**config.mk**
```make
export PLATFORM = sky130hd
export DESIGN_NAME = ps2_kbd_fifo
export DESIGN_NICKNAME = d
export VERILOG_FILES = /design/src/rtl/kbd_pkg.sv /design/src/rtl/kbd_scan2ascii.sv /design/src/rtl/ps2_kbd_fifo.sv
export SDC_FILE = /design/constraint.sdc
export NUM_CORES = 1
export LEC_CHECK = 0
export ABC_AREA = 1
export CAP_MARGIN = 20
export CORE_MARGIN = 2
export CORE_UTILIZATION = 35
export CTS_CLUSTER_DIAMETER = 120
export DETAILED_ROUTE_END_ITERATION = 16
export DONT_BUFFER_PORTS = 1
export GPL_TIMING_DRIVEN = 0
export HOLD_SLACK_MARGIN = 0.08
export PLACE_DENSITY_LB_ADDON = 0.2
export SLEW_MARGIN = 25
export SYNTH_ARGS = -nofsm -noshare
export SYNTH_HDL_FRONTEND = slang
export SYNTH_HIERARCHICAL = 1
export SYNTH_SLANG_ARGS = --single-unit
```
**constraint.sdc**
```tcl
create_clock -name clk -period 2.5 [get_ports clk]
set_input_delay 0.5 -clock clk [delete_from_list [all_inputs] [get_ports clk]]
set_output_delay 0.5 -clock clk [all_outputs]
set_load 0.05 [all_outputs]
```
**src/rtl/kbd_pkg.sv**
```systemverilog
// Shared types and scan-code constants for the PS/2 keyboard front-end.
package kbd_pkg;

    typedef enum logic [1:0] {
        StIdle,
        StData,
        StParity,
        StStop
    } frame_state_e;

    localparam logic [7:0] SC_BREAK  = 8'hF0;
    localparam logic [7:0] SC_EXT    = 8'hE0;
    localparam logic [7:0] SC_LSHIFT = 8'h12;
    localparam logic [7:0] SC_RSHIFT = 8'h59;
    localparam logic [7:0] SC_CAPS   = 8'h58;

    // Letter keys are the only ones whose case follows Caps Lock.
    function automatic logic is_letter(input logic [7:0] sc);
        case (sc)
            8'h1C, 8'h32, 8'h21, 8'h23, 8'h24, 8'h2B, 8'h34, 8'h33, 8'h43,
            8'h3B, 8'h42, 8'h4B, 8'h3A, 8'h31, 8'h44, 8'h4D, 8'h15, 8'h2D,
            8'h1B, 8'h2C, 8'h3C, 8'h2A, 8'h1D, 8'h22, 8'h35, 8'h1A: return 1'b1;
            default: return 1'b0;
        endcase
    endfunction

endpackage

```
**src/rtl/kbd_scan2ascii.sv**
```systemverilog
// Combinational set-2 scan code to ASCII lookup; unmapped codes give 0.
module kbd_scan2ascii (
    input  logic [7:0] scan,
    input  logic       shift,
    output logic [7:0] ascii
);

    always_comb begin
        ascii = 8'h00;
        case (scan)
            8'h1C: ascii = shift ? "A" : "a";
            8'h32: ascii = shift ? "B" : "b";
            8'h21: ascii = shift ? "C" : "c";
            8'h23: ascii = shift ? "D" : "d";
            8'h24: ascii = shift ? "E" : "e";
            8'h2B: ascii = shift ? "F" : "f";
            8'h34: ascii = shift ? "G" : "g";
            8'h33: ascii = shift ? "H" : "h";
            8'h43: ascii = shift ? "I" : "i";
            8'h3B: ascii = shift ? "J" : "j";
            8'h42: ascii = shift ? "K" : "k";
            8'h4B: ascii = shift ? "L" : "l";
            8'h3A: ascii = shift ? "M" : "m";
            8'h31: ascii = shift ? "N" : "n";
            8'h44: ascii = shift ? "O" : "o";
            8'h4D: ascii = shift ? "P" : "p";
            8'h15: ascii = shift ? "Q" : "q";
            8'h2D: ascii = shift ? "R" : "r";
            8'h1B: ascii = shift ? "S" : "s";
            8'h2C: ascii = shift ? "T" : "t";
            8'h3C: ascii = shift ? "U" : "u";
            8'h2A: ascii = shift ? "V" : "v";
            8'h1D: ascii = shift ? "W" : "w";
            8'h22: ascii = shift ? "X" : "x";
            8'h35: ascii = shift ? "Y" : "y";
            8'h1A: ascii = shift ? "Z" : "z";
            8'h16: ascii = shift ? "!" : "1";
            8'h1E: ascii = shift ? "@" : "2";
            8'h26: ascii = shift ? "#" : "3";
            8'h25: ascii = shift ? "$" : "4";
            8'h2E: ascii = shift ? "%" : "5";
            8'h36: ascii = shift ? "^" : "6";
            8'h3D: ascii = shift ? "&" : "7";
            8'h3E: ascii = shift ? "*" : "8";
            8'h46: ascii = shift ? "(" : "9";
            8'h45: ascii = shift ? ")" : "0";
            8'h0E: ascii = shift ? "~" : 8'h60;
            8'h4E: ascii = shift ? "_" : "-";
            8'h55: ascii = shift ? "+" : "=";
            8'h54: ascii = shift ? "{" : "[";
            8'h5B: ascii = shift ? "}" : "]";
            8'h5D: ascii = shift ? "|" : 8'h5C;
            8'h4C: ascii = shift ? ":" : ";";
            8'h52: ascii = shift ? 8'h22 : "'";
            8'h41: ascii = shift ? "<" : ",";
            8'h49: ascii = shift ? ">" : ".";
            8'h4A: ascii = shift ? "?" : "/";
            8'h29: ascii = 8'h20;
            8'h5A: ascii = 8'h0D;
            8'h66: ascii = 8'h08;
            8'h0D: ascii = 8'h09;
            8'h76: ascii = 8'h1B;
            default: ascii = 8'h00;
        endcase
    end

endmodule

```
**src/rtl/ps2_kbd_fifo.sv**
```systemverilog
// PS/2 keyboard receiver: conditioning, framing, make/break decode and an
// ASCII first-word-fall-through FIFO for the MCU.
module ps2_kbd_fifo
    import kbd_pkg::*;
#(
    parameter int unsigned CLK_MHZ    = 50,
    parameter int unsigned FIFO_DEPTH = 8,
    parameter int unsigned TIMEOUT_US = 200
) (
    input  logic       clk,
    input  logic       reset,
    input  logic       ps2k_clk,
    input  logic       ps2k_data,
    input  logic       rd_en,
    output logic [7:0] rd_data,
    output logic       rd_valid,
    output logic       overflow,
    output logic       frame_err,
    input  logic       err_clr
);

    localparam int unsigned TO_CYC = CLK_MHZ * TIMEOUT_US;
    localparam int unsigned TW     = $clog2(TO_CYC + 1);
    localparam int unsigned AW     = $clog2(FIFO_DEPTH);

    logic [1:0] kclk_sync_q, kdat_sync_q;
    logic [2:0] kclk_hist_q, kdat_hist_q;
    logic       kclk_filt_q, kdat_filt_q;
    logic       sample_evt;

    // Synchronizers idle high like the bus; filter flips after 3 equal samples.
    always_ff @(posedge clk or posedge reset) begin
        if (reset) begin
            kclk_sync_q <= 2'b11;
            kdat_sync_q <= 2'b11;
            kclk_hist_q <= 3'b111;
            kdat_hist_q <= 3'b111;
            kclk_filt_q <= 1'b1;
            kdat_filt_q <= 1'b1;
        end else begin
            kclk_sync_q <= {kclk_sync_q[0], ps2k_clk};
            kdat_sync_q <= {kdat_sync_q[0], ps2k_data};
            kclk_hist_q <= {kclk_hist_q[1:0], kclk_sync_q[1]};
            kdat_hist_q <= {kdat_hist_q[1:0], kdat_sync_q[1]};
            if (&kclk_hist_q)       kclk_filt_q <= 1'b1;
            else if (~|kclk_hist_q) kclk_filt_q <= 1'b0;
            if (&kdat_hist_q)       kdat_filt_q <= 1'b1;
            else if (~|kdat_hist_q) kdat_filt_q <= 1'b0;
        end
    end

    assign sample_evt = kclk_filt_q & ~|kclk_hist_q;

    frame_state_e  state_q;
    logic [2:0]    bit_cnt_q;
    logic [7:0]    shreg_q, byte_q;
    logic          par_ok_q, byte_vld_q, frame_bad_q;
    logic [TW-1:0] to_cnt_q;

    always_ff @(posedge clk or posedge reset) begin
        if (reset) begin
            state_q     <= StIdle;
            bit_cnt_q   <= '0;
            shreg_q     <= '0;
            byte_q      <= '0;
            par_ok_q    <= 1'b0;
            byte_vld_q  <= 1'b0;
            frame_bad_q <= 1'b0;
            to_cnt_q    <= '0;
        end else begin
            byte_vld_q  <= 1'b0;
            frame_bad_q <= 1'b0;
            if (state_q == StIdle) begin
                if (sample_evt && !kdat_filt_q) begin
                    state_q   <= StData;
                    bit_cnt_q <= '0;
                    to_cnt_q  <= TW'(TO_CYC);
                end
            end else if (sample_evt) begin
                to_cnt_q <= TW'(TO_CYC);
                if (state_q == StData) begin
                    shreg_q   <= {kdat_filt_q, shreg_q[7:1]};
                    bit_cnt_q <= bit_cnt_q + 3'd1;
                    if (bit_cnt_q == 3'd7) state_q <= StParity;
                end else if (state_q == StParity) begin
                    par_ok_q <= ^{shreg_q, kdat_filt_q};
                    state_q  <= StStop;
                end else begin
                    state_q <= StIdle;
                    if (par_ok_q && kdat_filt_q) begin
                        byte_q     <= shreg_q;
                        byte_vld_q <= 1'b1;
                    end else begin
                        frame_bad_q <= 1'b1;
                    end
                end
            end else if (to_cnt_q == '0) begin
                state_q     <= StIdle;
                frame_bad_q <= 1'b1;
            end else begin
                to_cnt_q <= to_cnt_q - TW'(1);
            end
        end
    end

    logic       brk_q, ext_q, shift_q, caps_q, char_vld_q;
    logic [7:0] char_q, ascii;

    kbd_scan2ascii u_scan2ascii (
        .scan  (byte_q),
        .shift (shift_q ^ (caps_q & is_letter(byte_q))),
        .ascii (ascii)
    );

    always_ff @(posedge clk or posedge reset) begin
        if (reset) begin
            brk_q      <= 1'b0;
            ext_q      <= 1'b0;
            shift_q    <= 1'b0;
            caps_q     <= 1'b0;
            char_q     <= '0;
            char_vld_q <= 1'b0;
        end else begin
            char_vld_q <= 1'b0;
            if (byte_vld_q) begin
                if (byte_q == SC_BREAK) begin
                    brk_q <= 1'b1;
                end else if (byte_q == SC_EXT) begin
                    ext_q <= 1'b1;
                end else begin
                    brk_q <= 1'b0;
                    ext_q <= 1'b0;
                    if (byte_q == SC_LSHIFT || byte_q == SC_RSHIFT) begin
                        shift_q <= ~brk_q;
                    end else if (byte_q == SC_CAPS) begin
                        if (!brk_q) caps_q <= ~caps_q;
                    end else if (!brk_q && !ext_q && ascii != 8'h00) begin
                        char_q     <= ascii;
                        char_vld_q <= 1'b1;
                    end
                end
            end
        end
    end

    logic [7:0]  mem [FIFO_DEPTH];
    logic [AW:0] wr_ptr_q, rd_ptr_q;
    logic        empty, full, pop, push;

    assign empty = (wr_ptr_q == rd_ptr_q);
    assign full  = ((wr_ptr_q ^ rd_ptr_q) == {1'b1, {AW{1'b0}}});
    assign pop   = rd_en & ~empty;
    // A pop frees the head slot in the same edge, so a full FIFO still accepts.
    assign push  = char_vld_q & (~full | pop);

    always_ff @(posedge clk) begin
        if (push) mem[wr_ptr_q[AW-1:0]] <= char_q;
    end

    always_ff @(posedge clk or posedge reset) begin
        if (reset) begin
            wr_ptr_q  <= '0;
            rd_ptr_q  <= '0;
            overflow  <= 1'b0;
            frame_err <= 1'b0;
        end else begin
            if (push) wr_ptr_q <= wr_ptr_q + 1'b1;
            if (pop)  rd_ptr_q <= rd_ptr_q + 1'b1;
            if (err_clr)                       overflow <= 1'b0;
            else if (char_vld_q && full && !pop) overflow <= 1'b1;
            if (err_clr)          frame_err <= 1'b0;
            else if (frame_bad_q) frame_err <= 1'b1;
        end
    end

    assign rd_valid = ~empty;
    assign rd_data  = empty ? 8'h00 : mem[rd_ptr_q[AW-1:0]];

endmodule

```
# Word-level counts from Yosys, hierarchy flattened
# Memory sizes are Yosys's and may differ from the RTL's.
# Index checks and enable logic that the tools add are counted.
# classes
n_reduce_logical,36
muxes,95
eq_ne,68
bitwise_logic,18
add_sub_neg,4
# ops
operator,count
$pmux W8 S52,1
$eq A8 B6 Y1 const B,23
$eq A8 B7 Y1 const B,22
$mux W6,29
$mux W5,13
$eq A8 B5 Y1 const B,8
$mux W14,4
$mux W1,32
$mux W7,3
$eq A8 B4 Y1 const B,2
$eq A8 B8 Y1 const B,2
$mux W3,5
$reduce_and A3 Y1,5
$logic_not A14 Y1,1
$mux W2,7
$sub A14 B1 Y14 const B,1
$reduce_and A6 Y1,2
$not A1 Y1,11
$reduce_xor A9 Y1,1
$add A4 B1 Y4 const B,2
$mux W8,1
$reduce_and A4 Y1,2
$reduce_bool A2 Y1,4
$reduce_bool A8 Y1,1
22 further kinds,39
# totals
reg_bits,73
n_memories,2
wordCells,247
out_inout_bits,11
rom_bits,128
ramBits,64
# mem_list
name,words,word_bits,rd,rd_clocked_by_memory_dff,write_ports,line_no,text
(no name shown),128,1,1,0,0,kbd_pkg.sv:19,case (sc)
mem,8,8,1,0,1,ps2_kbd_fifo.sv:146,logic [7:0] mem [FIFO_DEPTH];

# Longest topological paths before layout
# An unclocked memory read counts as a cell.
# depth
ltp_word,14
ltp_mapped,23

# By module
# The synthesis kept the hierarchy.
# modules_own_cells
mod,instances,area_per_inst_um2,cells_per_inst
ps2_kbd_fifo,1,6393.6,690
kbd_scan2ascii,1,1106.1,259

# Worst setup path after synthesis
# OpenSTA, ideal clock, no wires.
# synth_path
kind,register to register
startpoint,register byte_q[1]
endpoint,register char_q[0]
period_less_slack_ns,2.586
n_path_buf,1
slack_ns,-0.086
path_stages_with_launch,24
t_arrival_ns,2.468
cell_sequence,dfrtp_1 -> nor2_1 -> inv_1 -> o21ai_0 -> nand2_1 -> nand3_1 -> nand2_1 -> nand2_1 -> nand2_1 -> nand2_1 -> clkbuf_1 -> nand3_1 -> o21ai_0 -> inv_1 -> nand3_1 -> nor2_1 -> nand3_1 -> nor2_1 -> nand2_1 -> nor2_1 -> nor2_4 -> nand3_4 -> nand2_1 -> nand2_1
# synth_between
elab_chain_len,9
word_cells_on_any_way,117
classes_between,eq/ne (57); mux (49); bitwise (6); reduce/logical (4); memory (1)
# synth_lines
element,line_no,text
from (decl),ps2_kbd_fifo.sv:56,"logic [7:0] shreg_q, byte_q;"
from (signal assigned),ps2_kbd_fifo.sv:91,byte_q <= shreg_q;
$mem_v2 Z128 W1,-,
$mux W1,kbd_pkg.sv:19,
$and A1 B1 Y1,ps2_kbd_fifo.sv:111,".shift (shift_q ^ (caps_q & is_letter(byte_q))),"
$xor A1 B1 Y1,ps2_kbd_fifo.sv:111,
$mux W5 (tied with other cells),kbd_scan2ascii.sv:57,"8'h4A: ascii = shift ? ""?"" : ""/"";"
$pmux W8 S52 *,kbd_scan2ascii.sv:10,case (scan)
net ascii[4],ps2_kbd_fifo.sv:107,"logic [7:0] char_q, ascii;"
$reduce_bool A8 Y1 *,ps2_kbd_fifo.sv:137,end else if (!brk_q && !ext_q && ascii != 8'h00) begin
$logic_and A1 B1 Y1 *,ps2_kbd_fifo.sv:137,
$reduce_and A6 Y1 (no line) *,-,
to (signal assigned),ps2_kbd_fifo.sv:138,char_q <= ascii;
to (decl),ps2_kbd_fifo.sv:107,
# Mark *: on every way through the listed nets, which the timed path passes. The rest lies on a longest branch.
# A chain may end at the register's enable or synchronous reset.

# Worst setup path after layout
# layout_path
startpoint,register byte_q[2]
endpoint,register char_vld_q
# layout_between
elab_chain_len,14
word_cells_on_any_way,118
classes_between,eq/ne (57); mux (55); bitwise (2); reduce/logical (3); memory (1)
# layout_lines
element,line_no,text
$mem_v2 Z128 W1,-,
$mux W1,kbd_pkg.sv:19,
$and A1 B1 Y1,ps2_kbd_fifo.sv:111,
$xor A1 B1 Y1,ps2_kbd_fifo.sv:111,
$mux W3 (tied with other cells),kbd_scan2ascii.sv:54,"8'h52: ascii = shift ? 8'h22 : ""'"";"
$pmux W8 S52 *,kbd_scan2ascii.sv:10,
net ascii[0],ps2_kbd_fifo.sv:107,
$reduce_bool A8 Y1 *,ps2_kbd_fifo.sv:137,
$logic_and A1 B1 Y1 *,ps2_kbd_fifo.sv:137,
$mux W1 *,ps2_kbd_fifo.sv:137,
$mux W1 *,ps2_kbd_fifo.sv:135,end else if (byte_q == SC_CAPS) begin
$mux W1 *,ps2_kbd_fifo.sv:133,if (byte_q == SC_LSHIFT || byte_q == SC_RSHIFT) begin
$mux W1 *,ps2_kbd_fifo.sv:128,end else if (byte_q == SC_EXT) begin
$mux W1 *,ps2_kbd_fifo.sv:126,if (byte_q == SC_BREAK) begin
$mux W1 *,ps2_kbd_fifo.sv:125,if (byte_vld_q) begin
to (signal assigned),ps2_kbd_fifo.sv:122,char_vld_q <= 1'b0;
to (signal assigned),ps2_kbd_fifo.sv:124,char_vld_q <= 1'b0;
to (signal assigned),ps2_kbd_fifo.sv:139,char_vld_q <= 1'b1;
to (decl),ps2_kbd_fifo.sv:106,"logic brk_q, ext_q, shift_q, caps_q, char_vld_q;"
# Marks and branches as above.

==> PnR_summary.wiki <==
{| class="wikitable"
! Metric !! Value
|-
| Power density normalized to cell area || roughly 760 nW/um^2
|-
| Die span in x || 150.4 um
|-
| Multiplexer share of the synthesized area || 0%
|-
| Type of the setup path with the least slack || reg2reg
|-
| Signed area change from the synthesized netlist to the final layout || 25.96%
|-
| Area fraction in compound gates after synthesis || 8.075%
|-
| Pin count of the biggest net entering global routing || 47
|-
| Data required time of the worst path || between 2000 and 3000 ps
|-
| Depth of the most critical reg-to-reg path || 20
|-
| Number of antenna violations at the first check in global routing || 0
|-
| Sequential share of the synthesized area || about half
|-
| Detailed Place HPWL || around 13000 um
|-
| Leak Pwr || 4.294 nW
|-
| Port Buf Inserts || 0
|-
| Number of CTS-inserted buffers || 17
|-
| Overflow left after global routing || 0
|-
| Library cell occupying the most area in the post-synthesis netlist || edfxtp_1
|-
| Hold Path Origin || err_clr
|-
| Detailed-router iteration count before antenna repair || 7
|-
| CTS Sinks || roughly 140
|-
| Main combinational cell family by area after synthesis || simple AND/OR/NAND/NOR gates
|-
| Number of rows in the core area || between 50 and 60
|-
| Count of endpoints failing setup in the final report || 9
|-
| Post-synth design cell area || about 7500 sq um
|-
| Number of buffers on the longest clock path || 2
|-
| Post-route DRC || 0
|-
| Seq cells post-synth || 137
|-
| Number of nets with antenna violations after routing || 0
|-
| Signal arrival time at the worst endpoint || between 2000 and 3000 ps
|-
| Net count reported at finish || 1034
|-
| Fraction of synthesized cell area in xor and xnor cells || about 1.4%
|-
| Die boundary height || 150.4 um
|-
| Min cycle time layout || approximately 2600 ps
|-
| Fill cell count || roughly 2000
|-
| Syn Inst Count || 949
|-
| Initial standard-cell utilization of the core || 35.68%
|-
| Number of max-cap violations || 0
|-
| Wire length of the first global-routing pass || 30790 um
|-
| Highest Clock Rate || 0.3787 GHz
|-
| Worst hold path class || in2reg
|-
| Share of synthesized flip-flops with an asynchronous set or reset || between 50% and 60%
|-
| WL/cell || between 10 and 15 um
|-
| Via count of the first global-routing pass || approximately 6100
|-
| Iteration-0 DRC Markers || 353
|-
| Area share of the largest cell type after synthesis || between 20% and 30%
|-
| Top flip-flop cell by instance count after synthesis || edfxtp_1
|-
| Cell depth of the worst hold path || 1
|-
| Clk_skew || ~13 ps
|-
| Hold worst-path end || overflow
|-
| Post-synth net total || roughly 960
|-
| Number of warnings reported in the yosys synthesis log || 6
|-
| Die Area || about 23000 sq um
|-
| Power Total || about 7.2 mW
|-
| Post-Place Cell Area || slightly below 8000 sq um
|-
| Maximum fanout encountered on the critical timing path || 7
|-
| CTS clock-pin slew for the worst setup and hold paths || approximately 60 ps
|-
| Final Max Tran Viols || 0
|-
| Slack of the worst reg-to-reg path || -140 ps
|-
| Status || finished, violations left
|-
| Post-layout instance area || roughly 9400 sq um
|-
| Overall Global Routing Usage || 17.34%
|-
| Clock tree root buffer cell || clkbuf_16
|-
| Worst-margin pin slew || about 870 ps
|-
| Start of the worst register-to-register path || byte_q[2]
|-
| DR vias || 6450
|-
| Layout cell share with drive strength beyond 1 || between 20% and 30%
|-
| Adder-cell share of the synthesized area || between 1.5 and 2%
|-
| Share of the clock period used by the worst path after layout || 105.6%
|-
| Largest cells by area after synthesis || edfxtp_1, dfrtp_1, nand2_1
|-
| Total negative slack || -862.9 ps
|-
| Average vias per placed instance || a little under 5
|-
| Worst-case setup margin in the final layout || -140.7 ps
|-
| CTS H-tree depth || 4
|-
| Final Wtd Congestion || between 0.9 and 1
|-
| Routed Wire Length || 19120 um
|-
| Max_slew headroom || a little over two fifths
|-
| Worst slack at placement || -522.7 ps
|-
| Endpoint kind of the worst setup timing path || register
|-
| CTS tree || built
|-
| Core ar. || between 20000 and 25000 sq um
|-
| Worst supply voltage drop on vdd || about 0.00057 V
|-
| Netlist cell types || 42
|-
| Unrepaired setup endpoints after global routing || yes
|-
| Number of enable-type register cells in the synthesized netlist || 64
|-
| Finished Core Util || 44.94%
|-
| Insertion delay of the later-clocked pin in the worst-skew pair || 430 ps
|-
| Critical path launch point type || register
|-
| Ports || 17
|-
| Avg Inst Size Synth || between 7 and 8 sq um
|-
| Terminus of the critical flop-to-flop path || char_vld_q
|-
| Number of diodes || 0
|-
| Area share of and/or/nand/nor cells after synthesis || 32.75%
|-
| Number of failing hold endpoints at the final stage || 0
|-
| Failing checks || negative setup slack
|}
-- metal layers --
layer / global-route usage [%] / up-vias / share of wire (%)
met5: 0 / - / 0
met4: 5.991 / 0 / 2.1
met3: 3.121 / 36 / 3.7
met2: 29.18 / 147 / 49
met1: 22.47 / 2995 / 45
li1: - / 3272 / -
-- stage by stage --
stage               hold slack, ps  cells
CTS                          114.8   1288
finish                       133.0   1307
global route                 121.9   1307
global placement             345.8   1224
floorplan                    345.2    949
detailed placement           346.9   1225
-- area by class of cell --
cell class	count	area (sq um)	share of cell area, %
repair buffers	49	432.9	4.583
clock buffers	17	425.4	4.503
multi-input cells	706	3781	40.03
well taps	275	344.1	3.642
repair inverters	1	5.005	0.05298
clock inverters	15	130.1	1.377
plain buffers	25	224.0	2.371
flip-flops and latches	137	3776	39.97
inverters	82	327.8	3.470
-- critical path: stages (launching register included) --
cell and delay, ps:
dfrtp_2 480, nor2_4 150, inv_2 50, o21ai_1 70
nand2_1 80, nand3_2 70, nand2_2 70, nand3b_1 130
nand2_4 90, buf_8 150, nand3_2 80, nand4_1 100
nor2_1 140, nand3_1 150, nor2_1 130, nand2_1 90
nor2_4 140, nor2_4 80, nand3_4 120, buf_4 130
inv_2 30
-- state kept, by name, summed over array words and instances (netlist names), 3 cells and up --
signal and count:
char_q 8, kclk_hist_q 3, to_cnt_q 14, rd_ptr_q 4, bit_cnt_q 3, wr_ptr_q 4
byte_q 8, shreg_q 8, mem 64, kdat_hist_q 3
-- cell usage in the layout, fill, tap and decap left out, types with 4 or more instances in the layout --
| master | Yosys | final |
|---|---|---|
| nor2_1 | 170 | 138 |
| nand3_2 | 2 | 8 |
| inv_1 | 74 | 67 |
| ha_1 | 9 | 9 |
| buf_4 | 2 | 47 |
| o22ai_1 | 17 | 9 |
| buf_2 | 8 | 6 |
| nand2_1 | 268 | 244 |
| o21ai_1 | 10 | 15 |
| nand4_1 | 26 | 26 |
| nand3_1 | 62 | 55 |
| o21ai_4 | 0 | 6 |
| inv_2 | 6 | 11 |
| o22ai_2 | 0 | 8 |
| dfrtp_1 | 61 | 51 |
| dfrtp_2 | 0 | 10 |
| nor2_4 | 4 | 22 |
| nor2_2 | 9 | 24 |
| inv_6 | 0 | 6 |
| nand2_2 | 5 | 24 |
| a21oi_1 | 12 | 10 |
| inv_8 | 0 | 4 |
| nor3_1 | 7 | 4 |
| clkinvlp_4 | 0 | 4 |
| edfxtp_1 | 64 | 64 |
| dfstp_2 | 12 | 12 |
| nand2_4 | 1 | 6 |
| o21ai_0 | 70 | 58 |
| nand3b_1 | 6 | 6 |
| clkbuf_16 | 0 | 17 |
| buf_6 | 3 | 8 |
| xnor2_1 | 7 | 7 |
-- cell usage after synthesis (2+ instances only) --
cell type	instances
ha_1	9
edfxtp_1	64
nor3_1	7
nor2_4	4
clkbuf_2	2
buf_6	3
nand2_1	268
o22ai_1	17
dfstp_2	12
a21oi_1	12
inv_1	74
buf_2	8
nand3b_1	6
o21ai_1	10
nor3b_1	2
buf_4	2
clkbuf_1	11
nor2_2	9
nor2_1	170
nand4_1	26
inv_2	6
dfrtp_1	61
o21ai_0	70
nand3_2	2
nand2_2	5
xnor2_1	7
nand3_1	62
xor2_1	5
o21ai_2	2
-- how the worst max path moves through the flow --
stage                           start          to  slack [ps]  depth (start not counted)
after detailed placement    byte_q[1]   char_q[6]        -520                         22
after global placement          reset   byte_q[2]        -770                          1
after floorplan           rd_ptr_q[0]  rd_data[1]           1                          9
final                       byte_q[2]  char_vld_q        -140                         20
after global routing        byte_q[2]  char_vld_q        -320                         20
after CTS                   byte_q[2]   char_q[0]         -60                         20
-- power breakdown --
group / total, mW / switching (mW) / internal (mW) / leakage (nW)
clock network: 2.35 / 1.05 / 1.30 / 0.263
logic: 2.22 / 1.47 / 0.753 / 2.45
registers: 2.62 / 0.133 / 2.48 / 1.58
total: 7.19 / 2.65 / 4.54 / 4.29
-- repair_timing --
| item | CTS | global route |
|---|---|---|
| gates resized for setup | 105 | 88 |
| endpoints found under the setup margin | 17 | 17 |
| setup buffers | 26 | 17 |
| hold buffers | 3 | 0 |
| hold endpoints to repair | 23 | 0 |
| cloned | 3 | 2 |
| pin swaps | 26 | 40 |
-- cell families (layout without fill, tap and decap cells) --
kind of cell / count (synthesis) / in the layout
other: 1 / 1
AND/OR/NAND/NOR: 568 / 570
AO/OA/AOI/OAI: 114 / 114
adder cells (fa/ha/maj): 9 / 9
buffers and inverters: 108 / 189
flip-flops: 137 / 137
XOR/XNOR: 12 / 12
(Power assumes the default switching activity.)
